--- src/rtl/crossy_pkg.sv ---
// Shared constants for the Crossy Road display path.
//  - Colour constants for every scene element, as 24-bit {R,G,B}.
//  - PLAYER_COLOR: one sprite colour per player slot (up to 4 players).
//  - TILE_DEFAULT: default tile size in pixels.
//  - in_grid(): tests a 4-bit tile coordinate pair against the grid size.
package crossy_pkg;

  localparam int TILE_DEFAULT = 40;

  localparam logic [23:0] COLOR_BG    = 24'hAACCFF;
  localparam logic [23:0] COLOR_ROAD  = 24'hA9A9A9;
  localparam logic [23:0] COLOR_TRACK = 24'h505050;
  localparam logic [23:0] COLOR_TREE  = 24'h228B22;
  localparam logic [23:0] COLOR_CAR   = 24'hCC2222;
  localparam logic [23:0] COLOR_WHITE = 24'hFFFFFF;

  // Index 0 is the leftmost entry.
  localparam logic [0:3][23:0] PLAYER_COLOR = '{24'hFFD700, 24'h00B0FF, 24'hFF00FF, 24'hFF8000};

  // A sprite whose coordinates fall outside the grid is neither drawn nor collides.
  function automatic logic in_grid(input logic [3:0] x, input logic [3:0] y,
                                   input int gw, input int gh);
    return (int'(x) < gw) && (int'(y) < gh);
  endfunction

endpackage

--- src/rtl/car_lane_ctr.sv ---
// Wrapping column counter for one car.
//  clk    in   system clock
//  rst    in   async reset, active-high; loads X0
//  step_i in   advance one column this clk
//  pos_o  out  registered current column
module car_lane_ctr #(
  parameter int         GRID_W = 16,
  parameter logic [3:0] X0     = 4'd0,
  parameter logic       DIR    = 1'b0   // 0 = +x, 1 = -x
) (
  input  logic       clk,
  input  logic       rst,
  input  logic       step_i,
  output logic [3:0] pos_o
);

  logic [3:0] pos_q, pos_d;

  // The column wraps at both edges of the grid.
  always_comb begin
    pos_d = pos_q;
    if (step_i) begin
      if (DIR == 1'b0) begin
        pos_d = (pos_q == 4'(GRID_W - 1)) ? 4'd0 : pos_q + 4'd1;
      end else begin
        pos_d = (pos_q == 4'd0) ? 4'(GRID_W - 1) : pos_q - 4'd1;
      end
    end
  end

  always_ff @(posedge clk or posedge rst) begin
    if (rst) pos_q <= X0;
    else     pos_q <= pos_d;
  end

  assign pos_o = pos_q;

endmodule

--- src/rtl/tile_scene_renderer.sv ---
// Tile-grid pixel renderer: scenery rows, moving cars and player sprites.
//  clk, rst         clock, async active-high reset
//  active_pixels    1 = visible area; x_pixel/y_pixel current pixel
//  frame_start      one-clk pulse per frame; run enables car movement
//  player_x/_y      packed 4-bit player tile coordinates, player 0 in [3:0]
//  clr_collision    clears the sticky collision flags (a same-clk set wins)
//  vga_color        registered colour, one clk after the pixel coordinates
//  collision        sticky per-player hit flags
//  car_x            packed current car columns, same packing as CAR_X0
module tile_scene_renderer
  import crossy_pkg::*;
#(
  parameter int                    TILE        = TILE_DEFAULT,
  parameter int                    GRID_W      = 16,
  parameter int                    GRID_H      = 12,
  parameter int                    NUM_PLAYERS = 2,
  parameter int                    NUM_CARS    = 4,
  parameter logic [4*NUM_CARS-1:0] CAR_ROW     = {4'd2, 4'd3, 4'd9, 4'd10},
  parameter logic [4*NUM_CARS-1:0] CAR_X0      = {4'd0, 4'd5, 4'd10, 4'd15},
  parameter logic [NUM_CARS-1:0]   CAR_DIR     = 4'b0101,
  parameter int                    CAR_PERIOD  = 8,
  parameter logic [GRID_H-1:0]     STREET_MASK = 12'h60C,
  parameter logic [GRID_H-1:0]     TRACK_MASK  = 12'h040,
  parameter int                    TREE_ROW    = 1,
  parameter logic [GRID_W-1:0]     TREE_MASK   = 16'hB55B
) (
  input  logic                     clk,
  input  logic                     rst,
  input  logic                     active_pixels,
  input  logic [9:0]               x_pixel,
  input  logic [9:0]               y_pixel,
  input  logic                     frame_start,
  input  logic                     run,
  input  logic [4*NUM_PLAYERS-1:0] player_x,
  input  logic [4*NUM_PLAYERS-1:0] player_y,
  input  logic                     clr_collision,
  output logic [23:0]              vga_color,
  output logic [NUM_PLAYERS-1:0]   collision,
  output logic [4*NUM_CARS-1:0]    car_x
);

  localparam int         CW     = (CAR_PERIOD > 1) ? $clog2(CAR_PERIOD) : 1;
  localparam logic [9:0] TILE_W = 10'(TILE);

  logic [CW-1:0]          frame_cnt_q, frame_cnt_d;
  logic                   step_s;
  logic [NUM_PLAYERS-1:0] collision_q, collision_d, hit_s;
  logic [23:0]            color_q, color_d;
  logic [9:0]             gx_s, gy_s;
  logic                   player_on_s, car_on_s, track_s, street_s, tree_s;
  logic [23:0]            player_col_s;

  // Frame counter; a step is issued on the pulse that wraps it.
  always_comb begin
    frame_cnt_d = frame_cnt_q;
    step_s      = 1'b0;
    if (frame_start && run) begin
      if (frame_cnt_q == CW'(CAR_PERIOD - 1)) begin
        frame_cnt_d = '0;
        step_s      = 1'b1;
      end else begin
        frame_cnt_d = frame_cnt_q + CW'(1);
      end
    end
  end

  for (genvar i = 0; i < NUM_CARS; i++) begin : g_car
    car_lane_ctr #(
      .GRID_W (GRID_W),
      .X0     (CAR_X0[4*i +: 4]),
      .DIR    (CAR_DIR[i])
    ) u_car (
      .clk    (clk),
      .rst    (rst),
      .step_i (step_s),
      .pos_o  (car_x[4*i +: 4])
    );
  end

  // Collision test uses car_x before this clk's step is applied.
  always_comb begin
    hit_s = '0;
    for (int p = 0; p < NUM_PLAYERS; p++) begin
      for (int c = 0; c < NUM_CARS; c++) begin
        if (in_grid(player_x[4*p +: 4], player_y[4*p +: 4], GRID_W, GRID_H) &&
            in_grid(car_x[4*c +: 4], CAR_ROW[4*c +: 4], GRID_W, GRID_H) &&
            (player_x[4*p +: 4] == car_x[4*c +: 4]) &&
            (player_y[4*p +: 4] == CAR_ROW[4*c +: 4])) begin
          hit_s[p] = 1'b1;
        end
      end
    end
    collision_d = clr_collision ? '0 : collision_q;
    if (frame_start) collision_d = collision_d | hit_s;
  end

  // Pixel -> tile decode; parked at tile 0 outside the visible area.
  always_comb begin
    gx_s = 10'd0;
    gy_s = 10'd0;
    if (active_pixels) begin
      gx_s = x_pixel / TILE_W;
      gy_s = y_pixel / TILE_W;
    end
  end

  // Layer hits for the current tile; players loop downward so player 0 wins.
  always_comb begin
    player_on_s  = 1'b0;
    player_col_s = COLOR_WHITE;
    car_on_s     = 1'b0;
    track_s      = 1'b0;
    street_s     = 1'b0;
    tree_s       = 1'b0;
    for (int p = NUM_PLAYERS - 1; p >= 0; p--) begin
      if (in_grid(player_x[4*p +: 4], player_y[4*p +: 4], GRID_W, GRID_H) &&
          (gx_s == {6'd0, player_x[4*p +: 4]}) && (gy_s == {6'd0, player_y[4*p +: 4]})) begin
        player_on_s  = 1'b1;
        player_col_s = PLAYER_COLOR[2'(p)];
      end
    end
    for (int c = 0; c < NUM_CARS; c++) begin
      if (in_grid(car_x[4*c +: 4], CAR_ROW[4*c +: 4], GRID_W, GRID_H) &&
          (gx_s == {6'd0, car_x[4*c +: 4]}) && (gy_s == {6'd0, CAR_ROW[4*c +: 4]})) begin
        car_on_s = 1'b1;
      end
    end
    for (int r = 0; r < GRID_H; r++) begin
      if (gy_s == 10'(r)) begin
        track_s  = TRACK_MASK[r];
        street_s = STREET_MASK[r];
      end
    end
    for (int x = 0; x < GRID_W; x++) begin
      if ((gy_s == 10'(TREE_ROW)) && (gx_s == 10'(x))) tree_s = TREE_MASK[x];
    end
  end

  // Priority colour mux.
  always_comb begin
    color_d = COLOR_BG;
    if (!active_pixels)   color_d = COLOR_WHITE;
    else if (player_on_s) color_d = player_col_s;
    else if (car_on_s)    color_d = COLOR_CAR;
    else if (track_s)     color_d = COLOR_TRACK;
    else if (street_s)    color_d = COLOR_ROAD;
    else if (tree_s)      color_d = COLOR_TREE;
    else                  color_d = COLOR_BG;
  end

  always_ff @(posedge clk or posedge rst) begin
    if (rst) begin
      frame_cnt_q <= '0;
      collision_q <= '0;
      color_q     <= COLOR_BG;
    end else begin
      frame_cnt_q <= frame_cnt_d;
      collision_q <= collision_d;
      color_q     <= color_d;
    end
  end

  assign vga_color = color_q;
  assign collision = collision_q;

endmodule

--- config.mk ---
export PLATFORM = sky130hd
export DESIGN_NAME = tile_scene_renderer
export DESIGN_NICKNAME = d
export VERILOG_FILES = /design/src/rtl/crossy_pkg.sv /design/src/rtl/car_lane_ctr.sv /design/src/rtl/tile_scene_renderer.sv
export SDC_FILE = /design/constraint.sdc
export NUM_CORES = 1
export LEC_CHECK = 0
export CAP_MARGIN = 10
export CORE_ASPECT_RATIO = 1.25
export CORE_UTILIZATION = 48
export DETAILED_ROUTE_END_ITERATION = 12
export GPL_TIMING_DRIVEN = 0
export MAX_ROUTING_LAYER = met4
export PLACE_DENSITY = 0.78
export SYNTH_ARGS = -nofsm -noshare
export SYNTH_HDL_FRONTEND = slang
export SYNTH_SLANG_ARGS = --single-unit
--- constraint.sdc ---
create_clock -name clk -period 1.99 [get_ports clk]
set_input_delay 0.398 -clock clk [delete_from_list [all_inputs] [get_ports clk]]
set_output_delay 0.398 -clock clk [all_outputs]
set_load 0.01 [all_outputs]
## After elaboration in Yosys (flattened, before gate mapping)

Cells that the tools add are included.

- Logic and storage cells: 179
- Output and inout port bits: 42
- Input bits: 42
- Register bits: 45

- Muxes and demuxes: 65
- Magnitude comparators: 2
- Add/sub/neg operators: 5
- Divide/modulo/power cells: 2
- Reduce and logical (&&, ||, !) cells: 44
- Bitwise logic cells: 1
- Equal/unequal tests: 53

Operator list:

| kind | count |
|---|---|
| 24-bit 2-to-1 mux | 8 |
| 10-bit by 4-bit == test with 1-bit output (second input constant) | 12 |
| 10-bit by 3-bit == test with 1-bit output (second input constant) | 8 |
| 10-bit by 4-bit == test with 1-bit output | 8 |
| 1-bit 2-to-1 mux | 48 |
| 1-bit logical AND | 41 |
| 10-bit by 2-bit == test with 1-bit output (second input constant) | 4 |
| 4-bit == test | 8 |
| 4-bit == test (second input constant) | 6 |
| 10-bit by 6-bit divider with 10-bit output (second input constant) | 2 |
| 10-bit by 1-bit == test with 1-bit output (second input constant) | 2 |
| 10-bit 2-to-1 mux | 2 |
| 4-bit by 2-bit == test with 1-bit output (second input constant) | 4 |
| 4-bit 2-to-1 mux | 4 |
| 10-bit zero test | 1 |
| 4-bit by 1-bit adder with 4-bit output (second input constant) | 2 |
| 4-bit zero test | 2 |
| 4-bit < comparator (second input constant) | 2 |
| 4-bit by 1-bit subtractor with 4-bit output (second input constant) | 2 |
| 2-bit 2-to-1 mux | 2 |
| 3-bit by 1-bit adder with 3-bit output (second input constant) | 1 |
| 3-bit == test (second input constant) | 1 |
| 3-bit 2-to-1 mux | 1 |
| 2-bit OR | 1 |

## Longest topological paths before layout

- Word-level depth: 26
- Mapped depth: 12
- Mapped depth without buffers: 9

## Hierarchy

From an unflattened synthesis, not the netlist that was laid out.

- Cells, all modules: 554
- Area total of the unflattened synthesis: 4465.5 um2

Modules (own cells, without submodules):

| module | area each (um2) | seq. area each (um2) | cells each | instances |
|---|---|---|---|---|
| tile_scene_renderer | 3699.8 | 640.6 | 478 | 1 |
| car_lane_ctr at g_car[0].u_car | 198.9 | 105.1 | 21 | 1 |
| car_lane_ctr at g_car[2].u_car | 196.4 | 102.6 | 21 | 1 |
| car_lane_ctr at g_car[1].u_car | 186.4 | 102.6 | 17 | 1 |
| car_lane_ctr at g_car[3].u_car | 183.9 | 100.1 | 17 | 1 |

## Least setup slack after synthesis

OpenSTA, ideal clock, no wires.

- Path kind: input to register
- Start: in x_pixel[4]
- End: reg color_q[9] (netlist: vga_color[9])
- Stages on the path: 10
- Data required time: 1.853 ns
- Buffers on the path: 1
- Library setup time: 0.137 ns
- Arrival: 2.546 ns
- Setup slack: -0.693 ns
- Path through: clkbuf_1 or3b_1 a22oi_1 o21a_2 nand2_2 or4b_1 a21oi_1 o21ai_1 o211ai_2 a22oi_1

- Word-level cells in the longest chain between the ends: 26
- Elaborated cells on any way between the ends: 78
- Classes of those cells: div: 1; eq/ne: 21; mux: 31; reduce/logical: 25

Ends and longest elaborated chain:

| element | RTL line | text |
|---|---|---|
| start: declaration | tile_scene_renderer.sv:30 | `input logic [9:0] x_pixel,` |
| 10-bit by 6-bit divider with 10-bit output (*) | tile_scene_renderer.sv:102 | `gx_s = x_pixel / TILE_W;` |
| 10-bit 2-to-1 mux (*) | tile_scene_renderer.sv:101 | `if (active_pixels) begin` |
| 10-bit zero test | tile_scene_renderer.sv:135 | `if ((gy_s == 10'(TREE_ROW)) && (gx_s == 10'(x))) tree_s = TREE_MASK[x];` |
| 1-bit logical AND | tile_scene_renderer.sv:135 |  |
| 1-bit 2-to-1 mux (16 in series) | tile_scene_renderer.sv:135 |  |
| 24-bit 2-to-1 mux | tile_scene_renderer.sv:147 | `else if (tree_s) color_d = COLOR_TREE;` |
| 24-bit 2-to-1 mux | tile_scene_renderer.sv:146 | `else if (street_s) color_d = COLOR_ROAD;` |
| 24-bit 2-to-1 mux | tile_scene_renderer.sv:145 | `else if (track_s) color_d = COLOR_TRACK;` |
| 24-bit 2-to-1 mux | tile_scene_renderer.sv:144 | `else if (car_on_s) color_d = COLOR_CAR;` |
| 24-bit 2-to-1 mux (*) | tile_scene_renderer.sv:143 | `else if (player_on_s) color_d = player_col_s;` |
| 24-bit 2-to-1 mux (*) | tile_scene_renderer.sv:142 | `if (!active_pixels) color_d = COLOR_WHITE;` |
| named net color_d[9] | tile_scene_renderer.sv:48 | `logic [23:0] color_q, color_d;` |
| end signal: assignment | tile_scene_renderer.sv:159 | `color_q <= color_d;` |
| end: declaration | tile_scene_renderer.sv:48 |  |

The timed path passes the listed nets; every way through them passes the cells marked *.
A chain may end at the register's enable or synchronous reset.

## Worst setup path in the final report

- Start: in player_y[2]
- End: reg color_q[1] (netlist: vga_color[1])

- Word-level cells in the longest chain between the ends: 6
- Elaborated cells on any way between the ends: 8
- Classes of those cells: order compare: 1; eq/ne: 1; mux: 4; reduce/logical: 2

Ends and longest elaborated chain:

| element | RTL line | text |
|---|---|---|
| start: declaration | tile_scene_renderer.sv:35 | `input logic [4*NUM_PLAYERS-1:0] player_y,` |
| 4-bit < comparator | crossy_pkg.sv:23 | `return (int'(x) < gw) && (int'(y) < gh);` |
| 1-bit logical AND | tile_scene_renderer.sv:116 | `if (in_grid(player_x[4*p +: 4], player_y[4*p +: 4], GRID_W, GRID_H) &&` |
| 1-bit logical AND (*) | tile_scene_renderer.sv:117 | `(gx_s == {6'd0, player_x[4*p +: 4]}) && (gy_s == {6'd0, player_y[4*p +: 4]})) begin` |
| 24-bit 2-to-1 mux or 1-bit 2-to-1 mux (tied branches) | tile_scene_renderer.sv:116 |  |
| 24-bit 2-to-1 mux (*) | tile_scene_renderer.sv:143 |  |
| 24-bit 2-to-1 mux (*) | tile_scene_renderer.sv:142 |  |
| named net color_d[1] | tile_scene_renderer.sv:48 |  |

Marked as above.

==> flow_metrics.env <==
export IMPL_crit_chain="clkdlybuf4s50_1, nor4_2, a2bb2oi_1, a2111oi_2, o2111ai_2, a2111oi_2, buf_4, and3_1, o31a_1, o21ai_1"
export IMPL_skew_ps=15.1
export IMPL_num_vias=4868
export IMPL_core_region_area_sq_um=8290
export IMPL_final_hold_violation_count=0
export IMPL_p_leak_nw=2.43
export IMPL_cts_sinks=41
export IMPL_grt_max_degree=42
export IMPL_n_fill_cell=602
export IMPL_grtUsageTotal_pct=34.0
export IMPL_r2r_start="g_car[3].u_car.pos_o[2]"
export IMPL_overflow=0
export IMPL_crit_start="player_y[2]"
export IMPL_start_kind="input pin"
export IMPL_yosysMostFrequentCell="o21ai_0"
export IMPL_yosysTopAreaCell="dfrtp_1"
export IMPL_synth_main_ff_cell="dfrtp_1"
export IMPL_clkTransAtPathRegs_ps=70
export IMPL_crit_slowest_cell="clkdlybuf4s50_1"
export IMPL_final_layout_size_suffix_gt1_share_pct=34.5
export IMPL_powerDensity_nw_per_um2=720
export IMPL_initial_core_util_pct=49.9
export IMPL_synthSimpleGateAreaFrac_pct=24.7
export IMPL_syn_to_final_growth_pct=49.8
export IMPL_cts_max_level=2
export IMPL_ant_nets=0
export IMPL_synth_top_cell_area_share_pct=12.7
export IMPL_maxClockFrequency_mhz=372
export IMPL_die_w_um=85.0
export IMPL_cp_max_fo=5
export IMPL_antenna_found_initial=0
export IMPL_synth_compound_area_share_pct=27.8
export IMPL_dp_cells=684
export IMPL_fin_util_pct=74.8
export IMPL_setup_viol=20
export IMPL_gp_congestion=0.958
export IMPL_place_ws_ps=-1630
export IMPL_synth_mux_area_share_pct=1.54
export IMPL_worstSkewPairLatency_ps=310
export IMPL_min_period_ps=2690
export IMPL_rr_worst_depth=9
export IMPL_max_cap_violations=0
export IMPL_hold_class="flop to flop"
export IMPL_detail_route_iter0_violations=412
export IMPL_synthAdderAreaFrac_pct=2.42
export IMPL_cts_path_max_buffers=2
export IMPL_synth_edf_count=0
export IMPL_maxSlewHeadroom_pct=46.6
export IMPL_power_total_w=0.00446
export IMPL_std_cell_rows=37
export IMPL_postSynthAreaPerCell_sq_um=7.91
export IMPL_failed_checks="setup timing"
export IMPL_critPathMostFrequentCell="a2111oi_2"
export IMPL_fin_cells=747
export IMPL_cp_data_arrival_time_ps=2910
export IMPL_synth_xor_area_share_pct=10.6
export IMPL_worstHoldPathCells=1
export IMPL_final_nets=699
export IMPL_synth_top_cells_by_area="dfrtp_1, dfstp_2, xnor2_1"
export IMPL_rsz0062_at_grt="yes"
export IMPL_synthCells=523
export IMPL_fin_ws_ps=-702
export IMPL_r2r_end="vga_color[22]"
export IMPL_worst_setup_path_type="input pin to flop"
export IMPL_cts_tree="built"
export IMPL_crit_path_max_incr_delay_ps=500
export IMPL_yosys_warnings=0
export IMPL_slew_viol_final=0
export IMPL_n_antenna_cell=0
export IMPL_place_hpwl_um=9790
export IMPL_netlist_area_sq_um=4140
export IMPL_root_buffer="clkbuf_8"
export IMPL_grt_pass1_vias=4890
export IMPL_ys_seq_area_share_pct=25.4
export IMPL_async_flop_share_pct=100
export IMPL_ys_types=83
export IMPL_cts_buffers=5
export IMPL_ys_ff_latch=41
export IMPL_routed_wl_um=14900
export IMPL_mappedNetlistNets=573
export IMPL_crit_end="vga_color[1]"
export IMPL_io_pins=84
export IMPL_die_y_um=106
export IMPL_cp_required_ps=2210
export IMPL_synthTopCellsByCount="o21ai_0, nand2_1, xnor2_1"
export IMPL_cp_end_kind="flop"
export IMPL_dieArea_sq_um=9000
export IMPL_grt_pass1_wl_um=23700
export IMPL_drtPass1Iterations=6
export IMPL_synth_top_family_by_area="compound AO/OA/AOI/OAI gates"
export IMPL_cts_hold_buf=0
export IMPL_max_slew_worst_pin_slew_ps=799
export IMPL_avgViaCountPerCell=6.52
export IMPL_portBuffers=64
export IMPL_regToRegSetupSlack_ps=-360
export IMPL_status="complete, but fails checks"
export IMPL_wl_per_cell_um=19.9
export IMPL_drc_errors=0
export IMPL_ir_drop_uv=764
export IMPL_min_period_over_period_pct=135
critical path: cells and delay by family:
kind / cells / cell delay, ps
buffers and inverters: 2 / 690
and+or+nand+nor: 2 / 530
AOI/OAI and AO/OA: 6 / 1290
routing by layer:
| layer | vias to the layer above | track usage, % | share of wire [%] |
|---|---|---|---|
| met5 | - | - | 0 |
| met4 | 0 | 21.9 | 5.8 |
| met3 | 94 | 4.54 | 6.7 |
| met2 | 288 | 57.8 | 51 |
| met1 | 2301 | 37.1 | 37 |
| li1 | 2185 | - | - |
flip-flops by register name, summed over array words and instances, names as in the netlist:
name	cells
collision	2
g_car.u_car.pos_o	16
frame_cnt_q	3
vga_color	20
final cells by class:
type / count / area, sq um / area share, %
Multi-Input combinational cell: 411 / 3420 / 55.2
Timing Repair Buffer: 120 / 1050 / 17.0
Sequential cell: 41 / 1050 / 17.0
Buffer: 49 / 354 / 5.71
Tap cell: 97 / 121 / 1.96
Clock buffer: 7 / 86.3 / 1.39
Inverter: 21 / 78.8 / 1.27
Clock inverter: 1 / 30.0 / 0.484
cell usage in the layout, fill, tap and decap left out, drive strengths merged, types with 8 or more instances in the layout:
cell type,n
a31oi,10
nor2,24
a21o,11
nor3,26
xnor2,30
o31ai,8
nand3,17
clkdlybuf4s50,54
nor4,9
nand2,37
nor2b,10
nand4,10
o21ai,43
dfstp,20
ha,8
a21oi,25
xor2,20
buf,79
inv,21
dfrtp,21
clkbuf,40
nand2b,15
through the flow:
stage               area [sq um]  hold WS [ps]  setup TNS (ps)
floorplan                   4200           480          -11280
global placement            4960           477          -31940
detailed placement          4960           484          -31070
CTS                         6060           503          -10050
global route                6200           514          -13310
finish                      6200           498          -12400
power by group:
part	internal, W	switching [W]	total [W]	leakage (nW)
logic	0.00118	0.00131	0.00249	1.91
registers	0.00107	0.000192	0.00126	0.467
clock network	0.000409	0.000296	0.000705	0.0585
total	0.00266	0.00180	0.00446	2.43
what timing repair did:
| item | CTS | global route |
|---|---|---|
| setup buffers | 49 | 4 |
| resized for setup | 169 | 31 |
| endpoints found under the setup margin | 20 | 24 |
| endpoints found under the hold margin | 0 | 0 |
| gates cloned | 3 | 0 |
| pin swaps | 48 | 12 |
logic make-up (layout without fill, tap and decap cells):
group,after synthesis,in the layout
compound gates,163,163
simple gates,184,184
mux,6,6
fa+ha+maj,8,8
buf+inv,71,198
xor+xnor,50,50
flops,41,41
how the worst min path moves through the flow:
stage                   startpoint        endpoint  slack (ps)
CTS                   collision[1]    collision[1]         500
detailed placement    collision[1]    collision[1]         480
floorplan           frame_cnt_q[0]  frame_cnt_q[0]         480
finish                collision[1]    collision[1]         500
global placement      collision[0]    collision[0]         480
global route          collision[1]    collision[1]         510
(Power assumes the default switching activity.)
